File: config.mk
export PLATFORM = sky130hd
export DESIGN_NAME = chop_demod_integ_flat
export DESIGN_NICKNAME = d
export VERILOG_FILES = /design/src/rtl/chop_demod_integ_if.sv /design/src/rtl/chop_demod_integ.sv /design/src/flat_wrapper.sv
export SDC_FILE = /design/constraint.sdc
export NUM_CORES = 1
export LEC_CHECK = 0
export CORE_MARGIN = 3
export CORE_UTILIZATION = 53
export CTS_CLUSTER_DIAMETER = 50
export DETAILED_ROUTE_END_ITERATION = 10
export PLACE_DENSITY = 0.77
export SLEW_MARGIN = 20
export SYNTH_ARGS = -nofsm -noshare
export SYNTH_HDL_FRONTEND = slang
export SYNTH_SLANG_ARGS = --single-unit
export TNS_END_PERCENT = 50
File: constraint.sdc
create_clock -name clk -period 7.45 [get_ports clk]
set_clock_uncertainty 0.05 [all_clocks]
set_input_delay 1.8625 -clock clk [delete_from_list [all_inputs] [get_ports clk]]
set_output_delay 1.8625 -clock clk [all_outputs]
set_load 0.01 [all_outputs]
File: src/rtl/chop_demod_integ_if.sv
// Sample/result bundle between the chopped ADC front end and the chop demodulator/integrator.
interface chop_demod_integ_if #(
    parameter int DATA_W = 18,
    parameter int INT_W  = 32,
    parameter int CNT_W  = 16
);
    logic [DATA_W-1:0] adc_data_i;
    logic              adc_valid_i;
    logic              chop_i;
    logic              hold_i;
    logic              chop_default_i;
    logic              int_en_i;
    logic              int_clr_i;
    logic [DATA_W-1:0] demod_o;
    logic              demod_valid_o;
    logic [INT_W-1:0]  integral_o;
    logic              int_sat_o;
    logic [INT_W-1:0]  offset_sum_o;
    logic [CNT_W-1:0]  offset_cnt_o;
    logic              offset_valid_o;
    logic              proto_err_o;

    modport master (
        output adc_data_i, adc_valid_i, chop_i, hold_i, chop_default_i, int_en_i, int_clr_i,
        input  demod_o, demod_valid_o, integral_o, int_sat_o,
        input  offset_sum_o, offset_cnt_o, offset_valid_o, proto_err_o
    );

    modport slave (
        input  adc_data_i, adc_valid_i, chop_i, hold_i, chop_default_i, int_en_i, int_clr_i,
        output demod_o, demod_valid_o, integral_o, int_sat_o,
        output offset_sum_o, offset_cnt_o, offset_valid_o, proto_err_o
    );
endinterface

File: src/rtl/chop_demod_integ.sv
// Sign-demodulates chopped ADC samples, integrates them with saturation and
// measures the raw residual offset over each full chop period.
module chop_demod_integ #(
    parameter int DATA_W = 18,
    parameter int INT_W  = 32,
    parameter int CNT_W  = 16
) (
    input  logic               clk,
    input  logic               rst,
    chop_demod_integ_if.slave  bus
);
    localparam logic [DATA_W-1:0] D_MAX = {1'b0, {(DATA_W-1){1'b1}}};
    localparam logic [DATA_W-1:0] D_MIN = {1'b1, {(DATA_W-1){1'b0}}};
    localparam logic [INT_W-1:0]  I_MAX = {1'b0, {(INT_W-1){1'b1}}};
    localparam logic [INT_W-1:0]  I_MIN = {1'b1, {(INT_W-1){1'b0}}};

    logic [DATA_W-1:0] x;
    logic [DATA_W-1:0] d_next;
    logic [INT_W-1:0]  x_ext;
    logic [INT_W-1:0]  d_ext;
    logic [INT_W:0]    psum_wide;
    logic [INT_W:0]    int_wide;
    logic [INT_W-1:0]  psum_next;
    logic [INT_W-1:0]  int_next;
    logic              int_ovf;
    logic [INT_W-1:0]  period_sum;
    logic [CNT_W-1:0]  period_cnt;
    logic [CNT_W-1:0]  cnt_next;
    logic              prev_chop;
    logic              prev_valid;
    logic              prev_eff;
    logic              invert;
    logic              period_end;
    logic              acc_pend;

    function automatic logic [INT_W-1:0] clamp(input logic [INT_W:0] w);
        if (w[INT_W] != w[INT_W-1])
            return w[INT_W] ? I_MIN : I_MAX;
        return w[INT_W-1:0];
    endfunction

    always_comb begin
        x        = bus.adc_data_i;
        invert   = (bus.chop_i != bus.chop_default_i);
        // prev_chop is only meaningful once the first post-reset edge has captured the default
        prev_eff = prev_valid ? prev_chop : bus.chop_default_i;
        d_next   = x;
        if (invert)
            d_next = (x == D_MIN) ? D_MAX : (~x + 1'b1);
        period_end = bus.adc_valid_i && !invert && (prev_eff != bus.chop_default_i);

        x_ext     = {{(INT_W-DATA_W){x[DATA_W-1]}}, x};
        d_ext     = {{(INT_W-DATA_W){bus.demod_o[DATA_W-1]}}, bus.demod_o};
        psum_wide = {period_sum[INT_W-1], period_sum} + {x_ext[INT_W-1], x_ext};
        psum_next = clamp(psum_wide);
        int_wide  = {bus.integral_o[INT_W-1], bus.integral_o} + {d_ext[INT_W-1], d_ext};
        int_next  = clamp(int_wide);
        int_ovf   = (int_wide[INT_W] != int_wide[INT_W-1]);
        cnt_next  = (period_cnt == {CNT_W{1'b1}}) ? period_cnt : period_cnt + 1'b1;
    end

    always_ff @(posedge clk or posedge rst) begin
        if (rst) begin
            bus.demod_o        <= '0;
            bus.demod_valid_o  <= 1'b0;
            bus.integral_o     <= '0;
            bus.int_sat_o      <= 1'b0;
            bus.offset_sum_o   <= '0;
            bus.offset_cnt_o   <= '0;
            bus.offset_valid_o <= 1'b0;
            bus.proto_err_o    <= 1'b0;
            period_sum         <= '0;
            period_cnt         <= '0;
            prev_chop          <= 1'b0;
            prev_valid         <= 1'b0;
            acc_pend           <= 1'b0;
        end else begin
            bus.demod_valid_o  <= bus.adc_valid_i;
            bus.offset_valid_o <= 1'b0;
            acc_pend           <= bus.adc_valid_i && !bus.hold_i && bus.int_en_i;
            if (!prev_valid) begin
                prev_chop  <= bus.chop_default_i;
                prev_valid <= 1'b1;
            end
            if (bus.adc_valid_i) begin
                bus.demod_o <= d_next;
                prev_chop   <= bus.chop_i;
                if ((bus.chop_i != prev_eff) && !bus.hold_i)
                    bus.proto_err_o <= 1'b1;
                if (period_end) begin
                    bus.offset_sum_o   <= period_sum;
                    bus.offset_cnt_o   <= period_cnt;
                    bus.offset_valid_o <= 1'b1;
                    period_sum         <= bus.hold_i ? '0 : x_ext;
                    period_cnt         <= bus.hold_i ? '0 : {{(CNT_W-1){1'b0}}, 1'b1};
                end else if (!bus.hold_i) begin
                    period_sum <= psum_next;
                    period_cnt <= cnt_next;
                end
            end
            // integration runs one cycle behind demod_o, so a clear here always wins
            if (bus.int_clr_i) begin
                bus.integral_o <= '0;
                bus.int_sat_o  <= 1'b0;
            end else if (acc_pend) begin
                bus.integral_o <= int_next;
                if (int_ovf)
                    bus.int_sat_o <= 1'b1;
            end
        end
    end
endmodule

File: src/flat_wrapper.sv
// flat-port wrapper written by rule: the top's interface ports become plain ports
module chop_demod_integ_flat 
#(
    parameter int DATA_W = 18,
    parameter int INT_W  = 32,
    parameter int CNT_W  = 16
)
  (clk, rst, bus_adc_data_i, bus_adc_valid_i, bus_chop_i, bus_hold_i, bus_chop_default_i, bus_int_en_i, bus_int_clr_i, bus_demod_o, bus_demod_valid_o, bus_integral_o, bus_int_sat_o, bus_offset_sum_o, bus_offset_cnt_o, bus_offset_valid_o, bus_proto_err_o);
  chop_demod_integ_if #(.DATA_W(DATA_W), .INT_W(INT_W), .CNT_W(CNT_W)) bus_i ();
  input  logic clk;
  input  logic rst;
  input wire logic [$bits(bus_i.adc_data_i)-1:0] bus_adc_data_i;
  input wire logic [$bits(bus_i.adc_valid_i)-1:0] bus_adc_valid_i;
  input wire logic [$bits(bus_i.chop_i)-1:0] bus_chop_i;
  input wire logic [$bits(bus_i.hold_i)-1:0] bus_hold_i;
  input wire logic [$bits(bus_i.chop_default_i)-1:0] bus_chop_default_i;
  input wire logic [$bits(bus_i.int_en_i)-1:0] bus_int_en_i;
  input wire logic [$bits(bus_i.int_clr_i)-1:0] bus_int_clr_i;
  output wire logic [$bits(bus_i.demod_o)-1:0] bus_demod_o;
  output wire logic [$bits(bus_i.demod_valid_o)-1:0] bus_demod_valid_o;
  output wire logic [$bits(bus_i.integral_o)-1:0] bus_integral_o;
  output wire logic [$bits(bus_i.int_sat_o)-1:0] bus_int_sat_o;
  output wire logic [$bits(bus_i.offset_sum_o)-1:0] bus_offset_sum_o;
  output wire logic [$bits(bus_i.offset_cnt_o)-1:0] bus_offset_cnt_o;
  output wire logic [$bits(bus_i.offset_valid_o)-1:0] bus_offset_valid_o;
  output wire logic [$bits(bus_i.proto_err_o)-1:0] bus_proto_err_o;
  assign bus_i.adc_data_i = bus_adc_data_i;
  assign bus_i.adc_valid_i = bus_adc_valid_i;
  assign bus_i.chop_i = bus_chop_i;
  assign bus_i.hold_i = bus_hold_i;
  assign bus_i.chop_default_i = bus_chop_default_i;
  assign bus_i.int_en_i = bus_int_en_i;
  assign bus_i.int_clr_i = bus_int_clr_i;
  assign bus_demod_o = bus_i.demod_o;
  assign bus_demod_valid_o = bus_i.demod_valid_o;
  assign bus_integral_o = bus_i.integral_o;
  assign bus_int_sat_o = bus_i.int_sat_o;
  assign bus_offset_sum_o = bus_i.offset_sum_o;
  assign bus_offset_cnt_o = bus_i.offset_cnt_o;
  assign bus_offset_valid_o = bus_i.offset_valid_o;
  assign bus_proto_err_o = bus_i.proto_err_o;
  chop_demod_integ #(.DATA_W(DATA_W), .INT_W(INT_W), .CNT_W(CNT_W)) u_core (.clk(clk), .rst(rst), .bus(bus_i));
endmodule
==> impl_metrics.env <==
export IMPL_slew_limit_headroom_pct=35.4
export IMPL_cts_setup_buffers=0
export IMPL_syn_cell_area_um2=10100
export IMPL_nets=1360
export IMPL_p_leak_uw=0.00546
export IMPL_worst_ep_arrival_time_ns=5.97
export IMPL_area_growth_pct=19.9
export IMPL_final_antenna_net_count=0
export IMPL_hold_slack_ns=0.424
export IMPL_ys_flop_type="dfrtp_1"
export IMPL_instances_no_fill=1508
export IMPL_synth_nets=1259
export IMPL_ys_warn_count=0
export IMPL_peakVddDrop_uv=217
export IMPL_avgViaCountPerCell=6.03
export IMPL_min_from="u_core.bus.offset_cnt_o[14]"
export IMPL_pwr_density_cell_nw_per_um2=342
export IMPL_dieArea_um2=20700
export IMPL_grt_use_total_pct=26.0
export IMPL_vias=9100
export IMPL_drv_cap=0
export IMPL_synth_seq_cells=153
export IMPL_crit_type="primary input to flop"
export IMPL_start_util_pct=55.0
export IMPL_fp_coreArea_um2=18300
export IMPL_hold_viol=0
export IMPL_cts_max_path_buffers=2
export IMPL_cp_top_family="compound AO/OA/AOI/OAI gates"
export IMPL_fin_crit_ns=5.75
export IMPL_gp_congestion=0.961
export IMPL_drt_wl_total_um=26300
export IMPL_setup_viol_count_final=0
export IMPL_grt_use_met1_pct=38.6
export IMPL_worst_path_buf_inv=1
export IMPL_die_w_um=144
export IMPL_rr_worst_depth=9
export IMPL_yosysSeqAreaShare_pct=38.0
export IMPL_grt_antenna_before_repair=0
export IMPL_async_reset_ff_share_pct=100
export IMPL_io_pins=128
export IMPL_path_cells="clkdlybuf4s50_1, ha_1, a211oi_1, o211ai_1, a21boi_0, nor2_1, a211oi_2, nor3_1, nor3b_2, a21oi_1"
export IMPL_clockRootBuffer="clkbuf_16"
export IMPL_fp_row_count=49
export IMPL_htreeDepth=4
export IMPL_clk_pin_slew_worst_paths_ns=0.07
export IMPL_synthCells=1165
export IMPL_required_ns=7.67
export IMPL_met3_usage_pct=4.06
export IMPL_global_route_overflow_total=0
export IMPL_cp_max_fo=20
export IMPL_timing_rr_start="u_core.bus.demod_o[17]"
export IMPL_drc_errors=0
export IMPL_ctsHoldBuffers=0
export IMPL_cp_slowest_cell="clkdlybuf4s50_1"
export IMPL_ff2ff_setup_slack_ns=3.62
export IMPL_grt_pass1_vias=8686
export IMPL_final_common_cell="nand2_1"
export IMPL_cts_resized=0
export IMPL_dp_hpwl_um=18600
export IMPL_slowest_delay_ns=0.89
export IMPL_cts_tree="built"
export IMPL_cts_made_buffers=17
export IMPL_tightest_slew_ns=0.965
export IMPL_rsz0062_at_grt="false"
export IMPL_grt_max_degree=101
export IMPL_grt_pass1_wl_um=43900
export IMPL_end_kind="flop"
export IMPL_reg2reg_to="u_core.bus.integral_o[17]"
export IMPL_min_path_cells=2
export IMPL_diodes=0
export IMPL_grt_use_met2_pct=39.7
export IMPL_drt_iter0_drc=473
export IMPL_synth_cell_type_count=75
export IMPL_setup_tns_ns=0
export IMPL_dieHeight_um=144
export IMPL_p_total_uw=4140
export IMPL_maxSlewViolCount=0
export IMPL_portBuffers=127
export IMPL_syn_area_per_cell_um2=8.65
export IMPL_busiest_layer="met2"
export IMPL_start_kind="primary input"
export IMPL_synth_edf_count=0
export IMPL_fmax_mhz=174
export IMPL_layout_common_cells="nand2_1, dfrtp_1, clkdlybuf4s50_1, a21oi_1, nor2_1"
export IMPL_dp_cells=1476
export IMPL_timing_final_crit_share_pct=77.1
export IMPL_dr_pass1_iters=5
export IMPL_drive_gt1_share_pct=5.86
export IMPL_status="finished clean"
export IMPL_drt_wirelength_per_cell_um=17.4
export IMPL_clk_latency_ns=0.44
export IMPL_min_path_type="flop to flop"
export IMPL_whs_endpoint="u_core.bus.offset_cnt_o[14]"
export IMPL_clock_sinks=153
layout make-up:
class                      instances  area (µm²)
timing repair buffer             135        1330
multi-input combinational        937        5950
inverter                          22        87.6
fill                            1546        6250
clock buffer                      17         425
tap                              229         287
sequential                       153        3830
clock inverter                    15         178
cells by family (layout without fill, tap and decap cells):
family,after synthesis,count (layout),synth area share (%)
AO/OA/AOI/OAI,339,339,22.8
other,1,1,0.0372
flip-flops,153,153,38.0
AND/OR/NAND/NOR,443,443,19.7
buffers and inverters,75,189,3.25
multiplexers,4,4,0.422
adder cells (fa/ha/maj),68,68,8.59
XOR/XNOR,82,82,7.20
tightest hold or removal path, stage by stage, from the launching register on:
cell and delay (ns):
dfrtp_1 0.34, nand2_1 0.05, nand2_1 0.05
cell usage after synthesis (9+ instances only):
library cell | n | area (µm²)
nand3_1 | 20 | 100
nand2_1 | 214 | 803
o21bai_1 | 9 | 67.6
inv_1 | 21 | 78.8
clkbuf_1 | 26 | 97.6
o21ai_0 | 54 | 270
dfrtp_1 | 153 | 3830
nand2b_1 | 17 | 106
a221o_1 | 30 | 300
nor3_1 | 18 | 90.1
xor2_1 | 37 | 324
nand4_1 | 20 | 125
a21o_1 | 29 | 218
o211ai_1 | 13 | 97.6
and3_1 | 9 | 56.3
a211oi_1 | 11 | 82.6
nor2_1 | 104 | 390
xnor2_1 | 44 | 385
a21oi_1 | 108 | 541
a31oi_1 | 20 | 125
buf_2 | 19 | 95.1
o21a_1 | 11 | 82.6
ha_1 | 66 | 826
how the worst max path moves through the flow:
stage / endpoint / slack [ns] / cells past startpoint / startpoint
final: u_core.period_sum[24] / 1.70 / 10 / bus_adc_data_i[17]
after CTS: u_core.period_sum[24] / 1.70 / 10 / bus_adc_data_i[17]
after global placement: u_core.period_sum[26] / 1.39 / 10 / bus_adc_data_i[17]
after detailed placement: u_core.period_sum[24] / 1.24 / 10 / bus_adc_data_i[17]
after global routing: u_core.period_sum[24] / 1.37 / 10 / bus_adc_data_i[17]
after floorplan: u_core.acc_pend / 1.42 / 1 / rst
stage by stage:
stage / utilization (%) / worst slack [ns] / instance area, µm²
final: 65.9 / 1.70 / 12100
after global routing: 65.9 / 1.37 / 12100
after CTS: 65.9 / 1.70 / 12100
after detailed placement: 62.6 / 1.24 / 11500
after global placement: 62.6 / 1.39 / 11500
after floorplan: - / 1.42 / 10100
routing by layer:
metal / vias up / share of wire (%)
met3: 32 / 5.5
li1: 4402 / -
met2: 287 / 45
met5: - / 0
met1: 4379 / 48
met4: 0 / 1.4
power breakdown:
| group | leakage (µW) | switching, µW | internal, µW |
|---|---|---|---|
| combinational | 0.00326 | 1110 | 897 |
| clock | 0.000290 | 416 | 481 |
| sequential | 0.00191 | 182 | 1050 |
state kept, by name (all words and copies together) (netlist names):
register / flops
u_core.bus.offset_valid_o: 1
u_core.bus.proto_err_o: 1
u_core.bus.int_sat_o: 1
u_core.bus.demod_o: 18
u_core.prev_valid: 1
u_core.period_cnt: 16
u_core.bus.demod_valid_o: 1
u_core.period_sum: 32
u_core.bus.offset_sum_o: 32
u_core.acc_pend: 1
u_core.bus.offset_cnt_o: 16
u_core.bus.integral_o: 32
u_core.prev_chop: 1
Note: power is estimated with default switching activity, not from simulation.
